### config.mk
export PLATFORM = sky130hd
export DESIGN_NAME = cpu_fetch_flat
export DESIGN_NICKNAME = d
export VERILOG_FILES = /design/src/rtl/cpu_pkg.sv /design/src/rtl/cpu_fetch_if.sv /design/src/rtl/cpu_pc_next.sv /design/src/rtl/cpu_fetch.sv /design/src/flat_wrapper.sv
export SDC_FILE = /design/constraint.sdc
export NUM_CORES = 1
export LEC_CHECK = 0
export CAP_MARGIN = 10
export CORE_UTILIZATION = 40
export DETAILED_ROUTE_END_ITERATION = 7
export PLACE_DENSITY = 0.71
export SYNTH_ARGS = -nofsm -noshare
export SYNTH_HDL_FRONTEND = slang
export SYNTH_HIERARCHICAL = 1
export SYNTH_SLANG_ARGS = --single-unit
### constraint.sdc
create_clock -name clk -period 4.1 [get_ports clk]
set_input_delay 1.025 -clock clk [delete_from_list [all_inputs] [get_ports clk]]
set_output_delay 1.025 -clock clk [all_outputs]
set_load 0.05 [all_outputs]
### src/rtl/cpu_pkg.sv
// Shared fetch/decode constants: instruction width, opcode field bounds, HALT opcode, fetch FSM states.
package cpu_pkg;
  localparam int INST_W = 32;
  localparam int OPC_HI = 31;
  localparam int OPC_LO = 21;
  localparam int OPC_W  = OPC_HI - OPC_LO + 1;

  localparam logic [OPC_W-1:0] OPC_HALT = 11'b11111111111;

  typedef enum logic [1:0] {
    IDLE,
    FETCH,
    ISSUE,
    HALTED
  } fetch_state_t;

  function automatic logic is_halt(input logic [INST_W-1:0] word);
    return word[OPC_HI:OPC_LO] == OPC_HALT;
  endfunction
endpackage

### src/rtl/cpu_fetch_if.sv
// Fetch-stage bus: imem req/ack on one side, decode valid/ready plus branch redirect on the other.
interface cpu_fetch_if #(
  parameter int ADDR_W = 64
);
  import cpu_pkg::*;

  logic              imem_req;
  logic [ADDR_W-1:0] imem_addr;
  logic              imem_ack;
  logic [INST_W-1:0] imem_rdata;

  logic [INST_W-1:0] inst;
  logic [OPC_W-1:0]  inst31_21;
  logic [ADDR_W-1:0] pc;
  logic              inst_valid;
  logic              inst_ready;
  logic              br_taken;
  logic [ADDR_W-1:0] br_offset;

  modport master (
    output imem_req, imem_addr,
    input  imem_ack, imem_rdata,
    output inst, inst31_21, pc, inst_valid,
    input  inst_ready, br_taken, br_offset
  );

  modport slave (
    input  imem_req, imem_addr,
    output imem_ack, imem_rdata,
    input  inst, inst31_21, pc, inst_valid,
    output inst_ready, br_taken, br_offset
  );
endinterface

### src/rtl/cpu_pc_next.sv
// Combinational next-PC select: pc+4 or pc + (br_offset << 2), both modulo 2^ADDR_W.
// Zero latency; no handshake.
module cpu_pc_next #(
  parameter int ADDR_W = 64
) (
  input  logic [ADDR_W-1:0] pc,
  input  logic              br_taken,
  input  logic [ADDR_W-1:0] br_offset,
  output logic [ADDR_W-1:0] pc_next
);
  always_comb begin
    pc_next = br_taken ? pc + (br_offset << 2) : pc + ADDR_W'(4);
  end
endmodule

### src/rtl/cpu_fetch.sv
// LEGv8 fetch stage: req/ack fetch into a one-entry holding register, valid/ready issue; 1 cycle req->valid, 1 instr/2 cycles max.
// Holds imem_addr until ack and inst/pc until ready; HALT stops forever. FETCH_PERF_EN adds issue/stall counters.
module cpu_fetch
  import cpu_pkg::*;
#(
  parameter int              ADDR_W   = 64,
  parameter logic [ADDR_W-1:0] RESET_PC = '0
) (
  input  logic       clk,
  input  logic       rst,
  cpu_fetch_if.master bus,
  input  logic       start,
  output logic       halted
`ifdef FETCH_PERF_EN
  ,
  output logic [31:0] perf_issue_cnt,
  output logic [31:0] perf_stall_cnt
`endif
);
  localparam logic [ADDR_W-1:0] PC_RST = RESET_PC & ~ADDR_W'(3);

  fetch_state_t      state, state_nxt;
  logic [ADDR_W-1:0] pc_q, pc_nxt;
  logic [INST_W-1:0] inst_q;
  logic              accept;
  logic              halt_op;

  assign accept  = (state == ISSUE) && bus.inst_ready;
  assign halt_op = is_halt(inst_q);

  cpu_pc_next #(.ADDR_W(ADDR_W)) u_pc_next (
    .pc       (pc_q),
    .br_taken (bus.br_taken),
    .br_offset(bus.br_offset),
    .pc_next  (pc_nxt)
  );

  always_comb begin
    state_nxt      = state;
    bus.imem_req   = 1'b0;
    bus.inst_valid = 1'b0;
    halted         = 1'b0;
    case (state)
      IDLE:   if (start) state_nxt = FETCH;
      FETCH: begin
        bus.imem_req = 1'b1;
        if (bus.imem_ack) state_nxt = ISSUE;
      end
      ISSUE: begin
        bus.inst_valid = 1'b1;
        if (accept) state_nxt = halt_op ? HALTED : FETCH;
      end
      HALTED: halted = 1'b1;
      default: state_nxt = IDLE;
    endcase
  end

  always_ff @(posedge clk) begin
    if (rst) begin
      state  <= IDLE;
      pc_q   <= PC_RST;
      inst_q <= '0;
    end else begin
      state <= state_nxt;
      if (state == FETCH && bus.imem_ack) inst_q <= bus.imem_rdata;
      // HALT wins over a simultaneous redirect: pc stays on the HALT word.
      if (accept && !halt_op) pc_q <= pc_nxt;
    end
  end

  assign bus.imem_addr = pc_q;
  assign bus.pc        = pc_q;
  assign bus.inst      = inst_q;
  assign bus.inst31_21 = inst_q[OPC_HI:OPC_LO];

`ifdef FETCH_PERF_EN
  logic stall;
  assign stall = ((state == FETCH) && !bus.imem_ack) || ((state == ISSUE) && !bus.inst_ready);

  always_ff @(posedge clk) begin
    if (rst) begin
      perf_issue_cnt <= '0;
      perf_stall_cnt <= '0;
    end else begin
      if (accept && perf_issue_cnt != 32'hFFFF_FFFF) perf_issue_cnt <= perf_issue_cnt + 32'd1;
      if (stall  && perf_stall_cnt != 32'hFFFF_FFFF) perf_stall_cnt <= perf_stall_cnt + 32'd1;
    end
  end
`endif
endmodule

### src/flat_wrapper.sv
// flat-port wrapper written by rule: the top's interface ports become plain ports
module cpu_fetch_flat import cpu_pkg::*;
#(
  parameter int              ADDR_W   = 64,
  parameter logic [ADDR_W-1:0] RESET_PC = '0
)
  (clk, rst, start, halted, bus_imem_req, bus_imem_addr, bus_imem_ack, bus_imem_rdata, bus_inst, bus_inst31_21, bus_pc, bus_inst_valid, bus_inst_ready, bus_br_taken, bus_br_offset);
  cpu_fetch_if #(.ADDR_W(ADDR_W)) bus_i ();
  input  logic clk;
  input  logic rst;
  input  logic start;
  output logic halted;
  output wire logic [$bits(bus_i.imem_req)-1:0] bus_imem_req;
  output wire logic [$bits(bus_i.imem_addr)-1:0] bus_imem_addr;
  input wire logic [$bits(bus_i.imem_ack)-1:0] bus_imem_ack;
  input wire logic [$bits(bus_i.imem_rdata)-1:0] bus_imem_rdata;
  output wire logic [$bits(bus_i.inst)-1:0] bus_inst;
  output wire logic [$bits(bus_i.inst31_21)-1:0] bus_inst31_21;
  output wire logic [$bits(bus_i.pc)-1:0] bus_pc;
  output wire logic [$bits(bus_i.inst_valid)-1:0] bus_inst_valid;
  input wire logic [$bits(bus_i.inst_ready)-1:0] bus_inst_ready;
  input wire logic [$bits(bus_i.br_taken)-1:0] bus_br_taken;
  input wire logic [$bits(bus_i.br_offset)-1:0] bus_br_offset;
  assign bus_imem_req = bus_i.imem_req;
  assign bus_imem_addr = bus_i.imem_addr;
  assign bus_i.imem_ack = bus_imem_ack;
  assign bus_i.imem_rdata = bus_imem_rdata;
  assign bus_inst = bus_i.inst;
  assign bus_inst31_21 = bus_i.inst31_21;
  assign bus_pc = bus_i.pc;
  assign bus_inst_valid = bus_i.inst_valid;
  assign bus_i.inst_ready = bus_inst_ready;
  assign bus_i.br_taken = bus_br_taken;
  assign bus_i.br_offset = bus_br_offset;
  cpu_fetch #(.ADDR_W(ADDR_W), .RESET_PC(RESET_PC)) u_core (.clk(clk), .rst(rst), .bus(bus_i), .start(start), .halted(halted));
endmodule
==> results of run 1 <==
==> flip-flops by register name, summed over array words and instances (netlist names) <==
signal	flops
u_core/state	2
u_core/bus.imem_addr	64
u_core/bus.inst	32
==> cell families (layout without fill, tap and decap cells) <==
family	Yosys count	after routing	synth area share, %
AOI/OAI and AO/OA	384	384	23.71
adders and majority gates	67	67	8.334
and+or+nand+nor	568	568	32.59
buffers and inverters	212	522	10.92
DFF	98	98	19.33
other	0	1	0
xor gates and xnor gates	58	58	5.006
muxes	1	1	0.1110
==> final timing paths <==
| check | from | to | slack [ps] | depth (start not counted) |
|---|---|---|---|---|
| min | u_core/bus.inst[7]$_SDFFE_PP0P_ | u_core/bus.inst[7]$_SDFFE_PP0P_ | 450 | 2 |
| max reg2reg | u_core/bus.imem_addr[2]$_SDFFE_PP0P_ | u_core/bus.imem_addr[60]$_SDFFE_PP0P_ | 450 | 15 |
| max | bus_br_offset[5] | u_core/bus.imem_addr[60]$_SDFFE_PP0P_ | 30 | 15 |
| min reg2reg | u_core/bus.inst[7]$_SDFFE_PP0P_ | u_core/bus.inst[7]$_SDFFE_PP0P_ | 450 | 2 |
==> worst max-delay path, stage by stage <==
cell and delay (ps):
sky130_fd_sc_hd__clkdlybuf4s50_1 390, sky130_fd_sc_hd__and2_1 150, sky130_fd_sc_hd__ha_1 300, sky130_fd_sc_hd__o21a_1 180, sky130_fd_sc_hd__nand2_1 80, sky130_fd_sc_hd__a221o_1 400
sky130_fd_sc_hd__o311a_4 360, sky130_fd_sc_hd__o2111ai_4 210, sky130_fd_sc_hd__or3b_1 380, sky130_fd_sc_hd__nand2_2 110, sky130_fd_sc_hd__a31oi_4 100, sky130_fd_sc_hd__xnor2_1 150
sky130_fd_sc_hd__and4b_1 220, sky130_fd_sc_hd__a22oi_2 150, sky130_fd_sc_hd__nand3_1 110
==> where the power goes <==
| group | internal (W) | total [W] | switching (W) | leakage (nW) |
|---|---|---|---|---|
| clock network | 0.000437 | 0.000914 | 0.000477 | 0.150 |
| logic | 0.000401 | 0.000925 | 0.000525 | 5.20 |
| registers | 0.000989 | 0.00103 | 0.0000388 | 0.792 |
==> layout make-up <==
type	count	share of cell area, %
Clock inverter	7	0.5504
Antenna cell	1	0.01694
Inverter	23	0.5843
Sequential cell	98	13.28
Tap cell	324	2.744
Timing Repair Buffer	483	29.81
Clock buffer	9	1.524
Multi-Input combinational cell	1078	51.49
==> layer usage <==
metal | up-vias | wire length [um]
met5 | - | 0
met1 | 5665 | 15870
met2 | 522 | 17250
met4 | 0 | 839
li1 | 5633 | -
met3 | 68 | 2760
==> Yosys cell counts, types with 8 or more instances <==
cell / count
sky130_fd_sc_hd__a22oi_1: 65
sky130_fd_sc_hd__o21ai_1: 15
sky130_fd_sc_hd__nor2b_1: 71
sky130_fd_sc_hd__o211ai_1: 8
sky130_fd_sc_hd__nand3_1: 85
sky130_fd_sc_hd__nor3_1: 10
sky130_fd_sc_hd__ha_1: 66
sky130_fd_sc_hd__and2_1: 61
sky130_fd_sc_hd__o21ai_0: 88
sky130_fd_sc_hd__inv_1: 23
sky130_fd_sc_hd__and4b_1: 64
sky130_fd_sc_hd__xor2_1: 20
sky130_fd_sc_hd__a21o_1: 20
sky130_fd_sc_hd__buf_2: 19
sky130_fd_sc_hd__dfxtp_1: 98
sky130_fd_sc_hd__nand4_1: 81
sky130_fd_sc_hd__a21oi_1: 120
sky130_fd_sc_hd__buf_4: 77
sky130_fd_sc_hd__nor2_1: 31
sky130_fd_sc_hd__o21bai_1: 16
sky130_fd_sc_hd__xnor2_1: 38
sky130_fd_sc_hd__nand2_1: 131
sky130_fd_sc_hd__clkbuf_1: 88
==> timing repair <==
item / in CTS / in global routing
setup buffers: 13 / 7
hold buffers: 0 / 0
pin swaps: 35 / 38
resized for setup: 58 / 46
endpoints found under the setup margin: 26 / 26
cloned: 0 / 2
==> stage by stage <==
stage	total power [W]	area, sq um	instances	worst slack, ps	TNS, ps
after floorplan	0.001588	10170	1388	11.07	0
after global placement	0.001914	13730	1985	-683.5	-15470
after detailed placement	0.001923	13730	1985	-696.7	-17400
after CTS	0.002859	14400	2013	-6.621	-9.325
after global routing	0.002990	14770	2022	-110.1	-834.9
final	0.002867	14780	2023	28.86	0
==> results, run 1 <==
- Cells with a size suffix above 1 make up 18.79% of the layout.
- The fill cell total of the finished layout is 2182.
- The path category of the worst min-delay check is reg2reg.
- The initial antenna violation count came to 0.
- The die height is 161.3 um.
- The flow ran to the end, and the final reports show no timing, DRC or antenna violations.
- The async set or reset register ratio after synthesis is 0%.
- The total I/O pin count is 276.
- Along the worst path, the maximum fanout reaches 3.
- Yosys printed 6 warnings.
- The top flip-flop cell by instance count after synthesis is sky130_fd_sc_hd__dfxtp_1.
- The netlist uses 66 different library cells.
- The flop and latch count out of synthesis is 98.
- The worst setup path is launched from an input pin.
- The overall routing resource usage is 26.61%.
- The routed layout has 11890 vias.
- In the final routed layout, each cell accounts on average for 18.15 um.
- The per-cell via count in the routed design is 5.876.
- Entering global routing, the biggest net connects 73 pins.
- The site row count is 57.
- The worst ir drop on vdd is 0.1999 mV.
- The final count of hold timing violations came to 0.
- In this run the tightest slew margin relative to its limit is 22.43%.
- The HPWL after detailed placement is 24.86 mm.
- No sink is reached through more buffers than the 2 on the longest clock path.
- In this run the clock root is driven by a sky130_fd_sc_hd__clkbuf_16.
- The layer carrying the most global-route usage is met2.
- After synthesis, flip-flops and latches occupy 19.33% of the total area.
- During placement, the flow inserted port buffers numbering 273.
- Data arrives at the worst endpoint at 4320 ps.
- In this run, the number of DRC markers left after iteration 0 of detailed routing was 862.
- The number of sinks on the clock net is 98.
- The pin slew with the least headroom to its limit is 1164 ps.
- After clock tree synthesis, the clock-pin slew on the worst setup and hold paths is 90 ps.
- For this design the ratio of total power to cell area is 194.0 nW/um^2.
- After technology mapping, the gate count stands at 1388.
- The net count reported at finish is 1862.
- The post-synthesis area per instance is 7.312 sq um.
- The area of the core region is 24600 sq um.
- The level count of the clock H-tree is 3.
- The core utilization of the finished layout is 60.05%.
- The number of antenna-violating nets in the routed design is 0.
- Setup repair after global routing could not meet its margin everywhere.
- The TritonCTS clock tree is done.
- For this run the aggregate overflow at the end of global routing stands at 0.
- For met2 alone, demand over resource in global routing was 45.06%.
- Routability-driven placement finished with a final weighted congestion of 0.9470.
- The mapped netlist covers 10150 sq um.
- The first-pass GRT wire length is 56.97 mm.
- TritonCTS created 9 clock buffers.
- The number of global-route vias before repair is 11390.
- Setup violations remaining at the end of the flow were counted as 0.
- The setup path with the least slack is of type in2reg.
- The register area is 1962 sq um.
- The post-route fraction of the period consumed by the critical path is 99.30%.
- The first detailed-routing pass ran for 5 iterations.
- The total wire length after detailed routing is 36.71 mm.
- The overall die area is 26010 sq um.
- Across the run, the number of max-cap violations was 0.
- The leakage component of the power is 6.144 nW.
- The initial standard-cell utilization of the core is 41.25%.
- The global-route track usage on met3 is 4.700%.
- The leading area contributor after synthesis is sky130_fd_sc_hd__dfxtp_1.
- The post-route DRC violation count is 0.
- On the final layout, the worst hold slack is 454.7 ps.
- When the netlist entered floorplanning its net count stood at 1557.
- The portion of synthesized cell area occupied by the leading cell type is 19.33%.
- The floorplan die width is 161.3 um.
- In this run, synthesis inferred 0 flip-flops with an integrated enable.
- The global-route met1 utilization is 33.84%.
- The multi-input combinational cell area is 7609 sq um.
- The peak clock frequency supported by timing is 0.2456 GHz.
- The worst setup path is captured at a register.
- The growth of design area from synthesis to finish is 45.59%.
- The required time of the worst setup path is 4350 ps.
- The clock latency on the worst-skew pair is 370 ps.
- The max-slew violation total from the final report is 0.
- The post-layout minimum cycle time is 4071 ps.
- After synthesis, the cell types taking the most area are sky130_fd_sc_hd__dfxtp_1 (19%), sky130_fd_sc_hd__ha_1 (8.1%), sky130_fd_sc_hd__and4b_1 (6.3%).
- The most common cell after layout, fill and taps aside is sky130_fd_sc_hd__clkdlybuf4s50_1.
- The worst-case clock skew is 13.03 ps.
- The top cell types in the final layout, fill and taps aside, are sky130_fd_sc_hd__clkdlybuf4s50_1 (259), sky130_fd_sc_hd__buf_4 (201), sky130_fd_sc_hd__nand2_1 (127).
No activity file was read; power rests on OpenSTA's default activity.
==> run 2: changes to the inputs <==
CTS_BUF_LIST = sky130_fd_sc_hd__clkbuf_8   (was not set)
==> results, run 2 (synthesis results as in run 1) <==
- Outcome: completed (unchanged).
- The overall routing resource usage is 26.26% (was 26.61%).
- The number of antenna-violating nets in the routed design is 0 (unchanged).
- The fraction of layout instances using a drive strength above 1 came to 18.14% (was 18.79%).
- The net count reported at finish is 1851 (was 1862).
- The beginning of the critical path was bus_br_offset[16] (was bus_br_offset[5]).
- The worst ir drop on vdd is 0.1967 mV (was 0.1999 mV).
- The TritonCTS clock tree is done (unchanged).
- The register-to-register path setup slack is 440 ps (was 450 ps).
- The number of flip-flops under the largest register name is 64 (unchanged).
- The fill cell total of the finished layout is 2206 (was 2182).
- The level count of the clock H-tree is 3 (unchanged).
- The critical path start-end classification is in2reg (unchanged).
- The worst setup path endpoint is u_core/bus.imem_addr[57]$_SDFFE_PP0P_ (was u_core/bus.imem_addr[60]$_SDFFE_PP0P_).
- The depth of the worst register-to-register path is 15 (unchanged).
- The post-route DRC violation count is 0 (unchanged).
- The starting DRC count in detailed routing is 718 (was 862).
- The number of global-route vias before repair is 11280 (was 11390).
- The area of the core region came to 24600 sq um (unchanged).
- The minimum setup slack after placement is -696.7 ps (unchanged).
- The capturing point of the worst reg2reg path is u_core/bus.imem_addr[60]$_SDFFE_PP0P_ (unchanged).
- The path category of the worst min-delay check is reg2reg (unchanged).
- Top library cells by usage in the layout, fill and taps aside: sky130_fd_sc_hd__clkdlybuf4s50_1 (256), sky130_fd_sc_hd__buf_4 (196), sky130_fd_sc_hd__nand2_1 (128) (was sky130_fd_sc_hd__clkdlybuf4s50_1 (259), sky130_fd_sc_hd__buf_4 (201), sky130_fd_sc_hd__nand2_1 (127)).
- The clock latency on the worst-skew pair came to 400 ps (was 370 ps).
- The number of max-capacitance violations reported came to 0 (unchanged).
- RSZ-0062 raised after global routing: true (unchanged).
- The max-slew violation total from the final report is 0 (unchanged).
- The overall die area is 26010 sq um (unchanged).
- The growth of design area from synthesis to finish is 43.52% (was 45.59%).
- The post-route fraction of the period consumed by the critical path is 99.07% (was 99.30%).
- The first-pass GRT wire length is 56.30 mm (was 56.97 mm).
- The per-cell via count in the routed design was 5.816 (was 5.876).
- The first-pass iteration count of the detailed router came to 5 (unchanged).
- The total congestion overflow is 0 (unchanged).
- The pin slew with the least headroom to its limit is 1156 ps (was 1164 ps).
- The startpoint of the lowest-slack register-to-register path is u_core/bus.imem_addr[2]$_SDFFE_PP0P_ (unchanged).
- The post-layout minimum cycle time was 4062 ps (was 4071 ps).
- The most common cell after layout, fill and taps aside was sky130_fd_sc_hd__clkdlybuf4s50_1 (unchanged).
- The setup violation total in the final timing report is 0 (unchanged).
- The floorplan die width is 161.3 um (unchanged).
- The total I/O pin count came to 276 (unchanged).
- The number of sinks on the clock net came to 98 (unchanged).
- The clock slew seen by the registers of the worst setup and hold paths is 130 ps (was 90 ps).
- The final count of hold timing violations was 0 (unchanged).
- The clock root buffer is sky130_fd_sc_hd__clkbuf_8 (was sky130_fd_sc_hd__clkbuf_16).
- The placer's final routability congestion estimate is 0.9470 (unchanged).
- The die height is 161.3 um (unchanged).
- The power per cell area is 181.2 nW/um^2 (was 194.0 nW/um^2).
- The worst-case clock skew is 20.39 ps (was 13.03 ps).
- The arrival time at the worst endpoint is 4350 ps (was 4320 ps).
- The max-slew headroom at the worst pin came to 22.97% (was 22.43%).
- The leakage component of the power is 6.106 nW (was 6.144 nW).
- The maximum clock path buffer count is 2 (unchanged).
- The number of vias in the routed layout is 11700 (was 11890).
- The required time of the worst setup path came to 4390 ps (was 4350 ps).
- The critical path capture point type is a register (unchanged).
- The hold buffer count at CTS is 0 (unchanged).
- The largest net degree at the start of global routing is 73 (unchanged).
- The total CTS buffers is 9 (unchanged).
- The worst path setup slack after routing came to 38.26 ps (was 28.86 ps).
- The site row count came to 57 (unchanged).
- The maximum fanout along the worst path is 5 (was 3).
- The HPWL after detailed placement was 24.86 mm (unchanged).
- The number of port buffers is 273 (unchanged).
- The total wire length after detailed routing is 36.04 mm (was 36.71 mm).
- The peak clock frequency supported by timing is 0.2462 GHz (was 0.2456 GHz).
- The antenna cell count came to 0 (was 1).
- The average routed wire per standard cell is 17.92 um (was 18.15 um).
- The initial antenna violation count is 0 (unchanged).
- The core utilization of the finished layout is 59.20% (was 60.05%).
- The initial standard-cell utilization of the core is 41.25% (unchanged).
- The startpoint type of the worst setup path is an input pin (unchanged).
==> run 2: what timing repair did <==
action                     CTS  global route
gates resized for setup     21            78
setup endpoints to repair   25            28
setup buffers                2             6
pin swaps                   11            44
gates cloned                 0             2
==> run 2: worst min path at each step <==
stage | start | endpoint | slack (ps) | depth (start not counted)
final | u_core/bus.inst[7]$_SDFFE_PP0P_ | u_core/bus.inst[7]$_SDFFE_PP0P_ | 460 | 2
after global routing | u_core/bus.inst[5]$_SDFFE_PP0P_ | u_core/bus.inst[5]$_SDFFE_PP0P_ | 480 | 2
after CTS | u_core/bus.inst[17]$_SDFFE_PP0P_ | u_core/bus.inst[17]$_SDFFE_PP0P_ | 460 | 2
after detailed placement | u_core/bus.inst[17]$_SDFFE_PP0P_ | u_core/bus.inst[17]$_SDFFE_PP0P_ | 450 | 2
after global placement | u_core/bus.inst[3]$_SDFFE_PP0P_ | u_core/bus.inst[3]$_SDFFE_PP0P_ | 440 | 2
after floorplan | u_core/state[1]$_SDFFE_PP0P_ | u_core/state[1]$_SDFFE_PP0P_ | 620 | 3
==> run 2: metal layers <==
metal  share of wire (%)  up-vias  GRT usage (%)
met5                   0        -              0
met4                 2.0        0          8.362
met3                 7.6       52          4.802
met2                  47      499          44.42
met1                  43     5548          33.60
li1                    -     5597              -
==> run 2: cell type report <==
| cell class | count | area [sq um] | area share [%] |
|---|---|---|---|
| inverter | 23 | 86.33 | 0.5927 |
| tap | 324 | 405.4 | 2.783 |
| sequential | 98 | 1962 | 13.47 |
| timing repair buffer | 472 | 4319 | 29.65 |
| multi-input combinational | 1078 | 7587 | 52.09 |
| clock inverter | 7 | 81.33 | 0.5584 |
| clock buffer | 9 | 123.9 | 0.8504 |
==> run 2: where the power goes <==
part	leakage, nW	switching [W]	internal [W]
Sequential	0.792	0.0000390	0.000990
Clock	0.103	0.000447	0.000245
Combinational	5.21	0.000521	0.000398
==> run 2: stage by stage <==
step / power [W] / std cells / setup TNS [ps] / hold WS, ps / cell area, sq um
2_1_floorplan: 0.001588 / 1388 / 0 / 618.0 / 10170
3_3_place_gp: 0.001914 / 1985 / -15470 / 440.3 / 13730
3_5_place_dp: 0.001923 / 1985 / -17400 / 445.6 / 13730
4_1_cts: 0.002625 / 2003 / -82.43 / 463.4 / 14050
5_1_grt: 0.002765 / 2011 / -178.9 / 481.2 / 14570
6_report: 0.002640 / 2011 / 0 / 461.0 / 14570
==> run 2: critical path, cell delays in order <==
cell,delay (ps)
sky130_fd_sc_hd__clkdlybuf4s50_1,400
sky130_fd_sc_hd__and2_1,180
sky130_fd_sc_hd__ha_1,290
sky130_fd_sc_hd__buf_4,160
sky130_fd_sc_hd__a21oi_1,150
sky130_fd_sc_hd__o21ai_0,140
sky130_fd_sc_hd__a21oi_1,180
sky130_fd_sc_hd__o21ai_1,110
sky130_fd_sc_hd__a22oi_2,200
sky130_fd_sc_hd__buf_4,150
sky130_fd_sc_hd__a21oi_2,80
sky130_fd_sc_hd__a41oi_2,310
sky130_fd_sc_hd__nor4_1,90
sky130_fd_sc_hd__a311o_1,340
sky130_fd_sc_hd__and4b_1,220
sky130_fd_sc_hd__a22oi_1,210
sky130_fd_sc_hd__nand3_1,110
